===== config.mk =====
export PLATFORM = sky130hd
export DESIGN_NAME = window_conv_filter
export DESIGN_NICKNAME = d
export VERILOG_FILES = /design/src/rtl/video_filter_pkg.sv /design/src/rtl/window_conv_lane.sv /design/src/rtl/window_conv_filter.sv
export SDC_FILE = /design/constraint.sdc
export NUM_CORES = 2
export LEC_CHECK = 0
export ABC_AREA = 1
export CAP_MARGIN = 20
export CORE_MARGIN = 2
export CORE_UTILIZATION = 28
export DETAILED_ROUTE_END_ITERATION = 8
export GPL_TIMING_DRIVEN = 0
export PLACE_DENSITY = 0.47
export SKIP_CTS_REPAIR_TIMING = 1
export SLEW_MARGIN = 40
export SYNTH_ARGS = -nofsm -noshare
export SYNTH_HDL_FRONTEND = slang
export SYNTH_SLANG_ARGS = --single-unit

===== constraint.sdc =====
create_clock -name clk_i -period 24.9 [get_ports clk_i]
set_input_delay 3.735 -clock clk_i [delete_from_list [all_inputs] [get_ports clk_i]]
set_output_delay 3.735 -clock clk_i [all_outputs]
set_load 0.05 [all_outputs]

===== src/rtl/video_filter_pkg.sv =====
// Shared types and helpers for the window convolution filter.
//   coef_arr_t  : kernel array type for the default 3x3 window
//   COEF_GAUSS  : default 3x3 Gaussian kernel, index row*WIN_SIZE+col
//   PX_MAX      : full-scale pixel value at the default 12-bit width
//   sum_width() : accumulator width that cannot overflow
//   clamp_px()  : saturate a signed result into [0, 2^px_w-1]
package video_filter_pkg;

   localparam int WIN_DEF      = 3;
   localparam int PX_WIDTH_DEF = 12;
   localparam int PX_MAX       = (1 << PX_WIDTH_DEF) - 1;

   typedef int coef_arr_t [WIN_DEF*WIN_DEF];

   localparam coef_arr_t COEF_GAUSS = '{1, 2, 1, 2, 4, 2, 1, 2, 1};

   function automatic int sum_width(input int px_w, input int coef_w, input int win);
      return px_w + coef_w + 1 + $clog2(win * win);
   endfunction

   function automatic longint clamp_px(input longint t, input int px_w);
      longint hi;
      hi = (longint'(1) << px_w) - 1;
      if (t < 0) return 0;
      if (t > hi) return hi;
      return t;
   endfunction

endpackage


===== src/rtl/window_conv_lane.sv =====
// One pixel lane of the window convolution filter.
//   S1: per-tap products, S2: per-row sums, S3: total, round, shift, clamp.
//   clk_i, rst_i : pixel clock, async active-high reset
//   win_i        : WIN_SIZE x WIN_SIZE window, tap (r,c) at bits [(r*WIN_SIZE+c)*PX_WIDTH +: PX_WIDTH]
//   val_s2_i     : lane valid, already delayed to line up with the S2 row sums
//   sel_s2_i     : bypass select, already delayed to line up with the S2 row sums
//   px_o         : registered output pixel (0 when the lane is not valid)
module window_conv_lane
   import video_filter_pkg::*;
#(
   parameter int PX_WIDTH   = 12,
   parameter int COEF_WIDTH = 8,
   parameter int WIN_SIZE   = 3,
   parameter int COEF [WIN_SIZE*WIN_SIZE] = COEF_GAUSS,
   parameter int SHIFT      = 4
) (
   input  logic                                clk_i,
   input  logic                                rst_i,
   input  logic [WIN_SIZE*WIN_SIZE*PX_WIDTH-1:0] win_i,
   input  logic                                val_s2_i,
   input  logic                                sel_s2_i,
   output logic [PX_WIDTH-1:0]                 px_o
);

   localparam int TAPS  = WIN_SIZE * WIN_SIZE;
   localparam int SUM_W = sum_width(PX_WIDTH, COEF_WIDTH, WIN_SIZE);
   localparam int CTR   = (WIN_SIZE / 2) * WIN_SIZE + WIN_SIZE / 2;
   localparam int HALF_SH = (SHIFT > 0) ? SHIFT - 1 : 0;
   // Half-LSB of the shifted result; adding it before the arithmetic shift rounds half up.
   localparam logic signed [SUM_W-1:0] RND = (SHIFT > 0) ? (SUM_W'(1) << HALF_SH) : '0;

   logic signed [SUM_W-1:0] prod_d [TAPS];
   logic signed [SUM_W-1:0] prod_q [TAPS];
   logic signed [SUM_W-1:0] row_d  [WIN_SIZE];
   logic signed [SUM_W-1:0] row_q  [WIN_SIZE];
   logic [PX_WIDTH-1:0]     ctr1_d, ctr1_q, ctr2_d, ctr2_q;
   logic [PX_WIDTH-1:0]     px_d, px_q;
   logic signed [SUM_W-1:0] sum_s, rnd_t;

   always_comb begin
      for (int i = 0; i < TAPS; i++) begin
         // Pixels are unsigned; widen with a zero MSB before the signed multiply.
         prod_d[i] = SUM_W'($signed({1'b0, win_i[i*PX_WIDTH +: PX_WIDTH]})) * SUM_W'(COEF[i]);
      end
      for (int r = 0; r < WIN_SIZE; r++) begin
         row_d[r] = '0;
         for (int c = 0; c < WIN_SIZE; c++) begin
            row_d[r] = row_d[r] + prod_q[r*WIN_SIZE + c];
         end
      end
      sum_s = '0;
      for (int r = 0; r < WIN_SIZE; r++) begin
         sum_s = sum_s + row_q[r];
      end
      rnd_t  = (sum_s + RND) >>> SHIFT;
      ctr1_d = win_i[CTR*PX_WIDTH +: PX_WIDTH];
      ctr2_d = ctr1_q;
      px_d   = '0;
      if (val_s2_i) begin
         px_d = sel_s2_i ? ctr2_q : PX_WIDTH'(clamp_px(longint'(rnd_t), PX_WIDTH));
      end
   end

   always_ff @(posedge clk_i or posedge rst_i) begin
      if (rst_i) begin
         for (int i = 0; i < TAPS; i++) prod_q[i] <= '0;
         for (int r = 0; r < WIN_SIZE; r++) row_q[r] <= '0;
         ctr1_q <= '0;
         ctr2_q <= '0;
         px_q   <= '0;
      end else begin
         for (int i = 0; i < TAPS; i++) prod_q[i] <= prod_d[i];
         for (int r = 0; r < WIN_SIZE; r++) row_q[r] <= row_d[r];
         ctr1_q <= ctr1_d;
         ctr2_q <= ctr2_d;
         px_q   <= px_d;
      end
   end

   assign px_o = px_q;

endmodule


===== src/rtl/window_conv_filter.sv =====
// Window convolution filter: one filtered pixel per incoming window, per lane.
// Three-cycle latency for data, valid and flags; no backpressure.
//   clk_i, rst_i       : pixel clock, async active-high reset
//   win_data_i         : PX_PER_CLK windows, lane l at [l*WIN_SIZE^2*PX_WIDTH +: WIN_SIZE^2*PX_WIDTH]
//   win_data_val_i     : per-lane window valid
//   line/frame flags   : start/end markers, delayed 3 cycles unaltered
//   bypass_i           : sampled at frame start; 1 = emit centre pixel unfiltered
//   px_data_o          : filtered pixels, same lane layout as the input stream
//   px_data_val_o      : per-lane valid
module window_conv_filter
   import video_filter_pkg::*;
#(
   parameter int PX_WIDTH   = 12,
   parameter int PX_PER_CLK = 4,
   parameter int WIN_SIZE   = 3,
   parameter int COEF_WIDTH = 8,
   parameter int COEF [WIN_SIZE*WIN_SIZE] = COEF_GAUSS,
   parameter int SHIFT      = 4
) (
   input  logic                                        clk_i,
   input  logic                                        rst_i,
   input  logic [PX_PER_CLK*WIN_SIZE*WIN_SIZE*PX_WIDTH-1:0] win_data_i,
   input  logic [PX_PER_CLK-1:0]                       win_data_val_i,
   input  logic                                        line_start_i,
   input  logic                                        line_end_i,
   input  logic                                        frame_start_i,
   input  logic                                        frame_end_i,
   input  logic                                        bypass_i,
   output logic [PX_PER_CLK*PX_WIDTH-1:0]              px_data_o,
   output logic [PX_PER_CLK-1:0]                       px_data_val_o,
   output logic                                        line_start_o,
   output logic                                        line_end_o,
   output logic                                        frame_start_o,
   output logic                                        frame_end_o
);

   localparam int WIN_BITS = WIN_SIZE * WIN_SIZE * PX_WIDTH;

   logic [PX_PER_CLK-1:0] val_d;
   logic [PX_PER_CLK-1:0] val_q [3];
   logic [3:0]            flag_d;
   logic [3:0]            flag_q [3];
   logic                  bypass_d, bypass_q;
   logic                  sel_d;
   logic [1:0]            sel_q;

   always_comb begin
      val_d    = win_data_val_i;
      flag_d   = {line_start_i, line_end_i, frame_start_i, frame_end_i};
      bypass_d = bypass_q;
      sel_d    = bypass_q;
      // The frame-start word itself already uses the new mode.
      if (frame_start_i && |win_data_val_i) begin
         bypass_d = bypass_i;
         sel_d    = bypass_i;
      end
   end

   always_ff @(posedge clk_i or posedge rst_i) begin
      if (rst_i) begin
         for (int i = 0; i < 3; i++) begin
            val_q[i]  <= '0;
            flag_q[i] <= '0;
         end
         sel_q    <= '0;
         bypass_q <= 1'b0;
      end else begin
         val_q[0]  <= val_d;
         val_q[1]  <= val_q[0];
         val_q[2]  <= val_q[1];
         flag_q[0] <= flag_d;
         flag_q[1] <= flag_q[0];
         flag_q[2] <= flag_q[1];
         sel_q     <= {sel_q[0], sel_d};
         bypass_q  <= bypass_d;
      end
   end

   for (genvar l = 0; l < PX_PER_CLK; l++) begin : g_lane
      window_conv_lane #(
         .PX_WIDTH   (PX_WIDTH),
         .COEF_WIDTH (COEF_WIDTH),
         .WIN_SIZE   (WIN_SIZE),
         .COEF       (COEF),
         .SHIFT      (SHIFT)
      ) u_lane (
         .clk_i    (clk_i),
         .rst_i    (rst_i),
         .win_i    (win_data_i[l*WIN_BITS +: WIN_BITS]),
         .val_s2_i (val_q[1][l]),
         .sel_s2_i (sel_q[1]),
         .px_o     (px_data_o[l*PX_WIDTH +: PX_WIDTH])
      );
   end

   assign px_data_val_o = val_q[2];
   assign line_start_o  = flag_q[2][3];
   assign line_end_o    = flag_q[2][2];
   assign frame_start_o = flag_q[2][1];
   assign frame_end_o   = flag_q[2][0];

endmodule


== Yosys cells after proc, flatten, opt, wreduce, memory -nomap -nowiden ==
Cells that the tools add are included.
Widths: inputs -> output; s select.

* Bits in registers: 855
* Bits of input ports: 443
* Output and inout port bits: 56
* Word-level logic and storage cells: 151

* $add $sub $neg: 36
* Order comparisons: 8
* Multiplexer cells: 41
* Reductions and logical operators: 2

{| class="wikitable"
|+ Operator list
! cell !! number
|-
| $mux 12 || 20
|-
| $add 25x13->25 || 8
|-
| $add 25x25->25 || 8
|-
| $add 12x13->14 || 8
|-
| $add 25x14->25 || 4
|-
| $add 25x5->25 const B || 4
|-
| $gt 21x13->1 const B || 4
|-
| $lt 21x1->1 const B || 4
|-
| $add 13x14->15 || 4
|-
| $mux 1 || 21
|-
| $reduce_or 4->1 || 1
|-
| $logic_and 1x1->1 || 1
|}

== Depth between registers and ports, before layout ==
* Depth after elaboration: 12
* Mapped depth: 19
* Mapped depth without buffers: 19

== Hierarchy ==
A second synthesis with hierarchy kept.

* Cells, all modules: 2870
* Area total of the unflattened synthesis: 33286.9 µm²

{| class="wikitable"
|+ Modules (own cells, without submodules)
! module !! times used !! cells each !! area each (µm²) !! sequential area each (µm²)
|-
| window_conv_lane at g_lane[2].u_lane || 1 || 709 || 8169.1 || 4354.2
|-
| window_conv_lane at g_lane[1].u_lane || 1 || 710 || 8152.8 || 4354.2
|-
| window_conv_lane at g_lane[0].u_lane || 1 || 711 || 8131.5 || 4354.2
|-
| window_conv_lane at g_lane[3].u_lane || 1 || 702 || 8121.5 || 4354.2
|-
| window_conv_filter || 1 || 38 || 711.9 || 650.6
|}

== Worst setup path before layout ==
Ideal clock, no wire load.

* Path kind: reg-to-output
* Start point: register flag_q (netlist bit frame_end_o)
* End point: output frame_end_o
* Data arrival time: 0.586 ns
* Data required time: 21.165 ns
* Slack: 20.579 ns
* Cell stages (with the launch flop): 1
* Path buffers: 0
* Path through: dfrtp_1

{| class="wikitable"
|+ RTL lines
! element !! line !! RTL
|-
| from (decl) || window_conv_filter.sv:42 || <nowiki>logic [3:0] flag_q [3];</nowiki>
|-
| to (decl) || window_conv_filter.sv:34 || <nowiki>output logic frame_end_o</nowiki>
|}

No word-level cell between the ends.

== Worst setup path in the final report ==
* Start point: register g_lane[1].u_lane.px_q[10]
* End point: output px_data_o[22]

{| class="wikitable"
|+ RTL lines
! element !! line !! RTL
|-
| from (decl) || window_conv_lane.sv:37 || <nowiki>logic [PX_WIDTH-1:0] px_d, px_q;</nowiki>
|-
| from (signal assigned) || window_conv_lane.sv:76 || <nowiki>px_q <= px_d;</nowiki>
|-
| to (decl) || window_conv_filter.sv:29 || <nowiki>output logic [PX_PER_CLK*PX_WIDTH-1:0] px_data_o,</nowiki>
|}

No word-level cell between the ends.

==> flow_summary.yaml <==
detailed_routing:
  drcViolationCount: 0
  vias_per_cell: 4.314
  num_vias: 28310
  wl_per_cell_um: 16.87
  drtIter0Drc: 1416
  dr.pass1.iters: 5
  antenna_left: 0
  finalWirelength_um: 110700
critical_path:
  crit_fanout: 1
  cp-end-kind: "output pin"
  critPathSlowestCell: "clkdlybuf4s50_1"
  cpPeakStageDelay_ns: 1.05
  critical_path_required_ns: 21.16
  path_delay_family: "buffers and inverters"
  crit_chain: "clkdlybuf4s50_1"
  cp.arrival_ns: 2.11
  start_kind: "register"
  crit_type: "reg2out"
  path_buf_inv: 1
sta:
  slew_viol_final: 0
  fin_crit_sh: 0.2348
  setup_viol: 0
  maxSlewHeadroom: 0.4128
  skew_ns: 0.03153
  tightest_slew_ns: 0.8781
  fin_hold_ws_ns: 0.3368
  hold_viol: 0
  fmax_ghz: 0.1711
  grt_setup_unrepaired: "no"
  layout_min_cycle_time_ns: 5.846
logic_synthesis:
  syn_nets: 5010
  synthesis.area_mm2: 0.03836
  synthCells: 4103
  ys_types: 36
  ys_warn_count: 0
  yosysTopAreaCell: "dfrtp_1"
  synth_top_area_share: 0.4788
  synth_seq_cells: 734
  yosysSeqAreaShare: 0.4788
  netlist_top_cells_area: "dfrtp_1, ha_1, nand2_1"
  syn_area_per_cell_um2: 9.349
floorplan:
  initial_core_util: 0.2828
  ios: 499
  std_cell_rows: 135
  die_w_um: 374.1
  die_h_um: 374.1
  die_area_mm2: 0.1400
  core_mm2: 0.1356
power_and_ir_drop:
  p_int_w: 0.003459
  p_per_area_mw_per_mm2: 127.8
  switching_share: 0.4484
  pwr-share-seq: 0.232
  p_sw_w: 0.002812
  power_frac_clock: 0.223
  power_leakage_nw: 24.46
  ir_worst_vdd_v: 0.00008185
  comb_power_share: 0.545
layout:
  final_common_cell: "nand2_1"
  mostFrequentLayoutCells: "nand2_1, dfrtp_1, inv_1"
  area_delta_synth_final_pct: 27.90
  final_util: 0.3617
  layout-drive-gt1-share: 0.04668
  nets: 5611
clocking:
  clock_path_buffers: 3
  cts_tree: "done"
  h-tree-depth: 3
  clock-sinks: 734
  cts_made_buffers: 90
  clockRootBuffer: "clkbuf_16"
  clkTransAtPathRegs_ns: 0.06
  insertion_delay_ns: 0.72
worst_hold_path:
  hold_path.class: "reg2reg"
global_route:
  antenna_found_initial: 20
  grt_util_met3: 0.03848
  grt_overflow: 0
  grt_pass1_vias: 29640
  gr-usage-met2: 0.2568
  gr-usage-all-layers: 0.1601
  grt_pass1_wl_um: 171800
  grt_max_degree: 81
  grt_busiest_layer: "met2"
  met1_usage: 0.2148
run:
  cap_violations: 0
placed_design:
  port_buffers: 498
  gp_congestion: 0.8721
  dp_hpwl_um: 90230
status:
  status: "finished, final reports clean"
## registers in the layout, summed over array words and instances, names as in the netlist, 2 cells and up
signal,flops
g_lane.u_lane.row_q,180
g_lane.u_lane.px_o,48
sel_q,2
g_lane.u_lane.ctr2_q,48
val_q,8
px_data_val_o,4
flag_q,8
g_lane.u_lane.prod_q,432
## final timing paths
path,start,endpoint,slack (ns),depth (start not counted)
setup reg to reg,g_lane[3].u_lane.prod_q[102],g_lane[3].u_lane.row_q[39],21.64,19
setup / recovery,g_lane[1].u_lane.px_o[10],px_data_o[22],19.05,1
hold / removal,flag_q[9],flag_q[5],0.34,0
hold reg to reg,flag_q[9],flag_q[5],0.34,0
max in group asynchronous,rst_i,g_lane[1].u_lane.prod_q[185],19.70,6
min in group asynchronous,rst_i,g_lane[0].u_lane.prod_q[59],3.42,2
## Yosys cell counts
library cell	count
clkbuf_1	13
a31oi_1	30
buf_4	4
inv_1	672
o21ai_2	2
nor2_1	244
or2_2	8
ha_1	384
buf_6	4
a21o_1	12
o2111ai_1	1
o21bai_4	4
o21ai_1	2
nor2_2	9
nand3b_1	8
nand3_2	4
xor2_1	177
xnor2_1	43
nor3b_1	1
o21ai_0	171
a21oi_1	219
nor3_2	3
and3_1	4
a21boi_0	1
a21boi_1	19
nor3_1	43
nand2_2	6
o21bai_1	7
nand4_1	31
a21oi_2	4
inv_2	3
nand2_1	825
o21a_1	15
fa_1	80
dfrtp_1	734
nand3_1	316
## logic make-up after synthesis
logic type      Yosys count  synth area share
compound gates          487           0.07016
flops                   734            0.4788
xor+xnor                220           0.05023
buf+inv                 696           0.06928
fa+ha+maj               464            0.1670
simple gates           1502            0.1645
## per-layer routing
metal | part of all wire | routed length, µm | up-vias
li1 | - | - | 14350
met2 | 0.45 | 50100 | 546
met3 | 0.057 | 6264 | 164
met1 | 0.46 | 51470 | 13230
met4 | 0.025 | 2754 | 24
met5 | 0.0013 | 149 | -
## power groups by stage
stage / logic [W] / clock network [W] / registers (W)
floorplan: 0.00238 / 0 / 0.00157
global placement: 0.00343 / 0 / 0.00149
detailed placement: 0.00344 / 0 / 0.00148
CTS: 0.00346 / 0.00145 / 0.00146
global route: 0.00394 / 0.00150 / 0.00148
finish: 0.00342 / 0.00140 / 0.00146
## cell type report
type	count	area, µm²
timing repair buffer	509	5270
multi-input combinational	2673	17330
inverter	675	2541
clock buffer	120	2556
fill	13730	86570
tap	1781	2228
sequential	734	18370
clock inverter	45	623.1
antenna	5	12.51
buffer	21	130.1
## stage by stage
stage          setup WS (ns)  total power (W)  setup TNS (ns)  instances  cell area, µm²
2_1_floorplan         0.5708         0.003957               0       4103           38360
3_5_place_dp           18.88         0.004921               0       6393           45880
6_report               19.05         0.006271               0       6563           49060
3_3_place_gp          -8.897         0.004920        -6351.82       6382           45570
4_1_cts                18.96         0.006376               0       6558           49060
5_1_grt                18.96         0.006922               0       6559           49050
(Power assumes the default switching activity.)
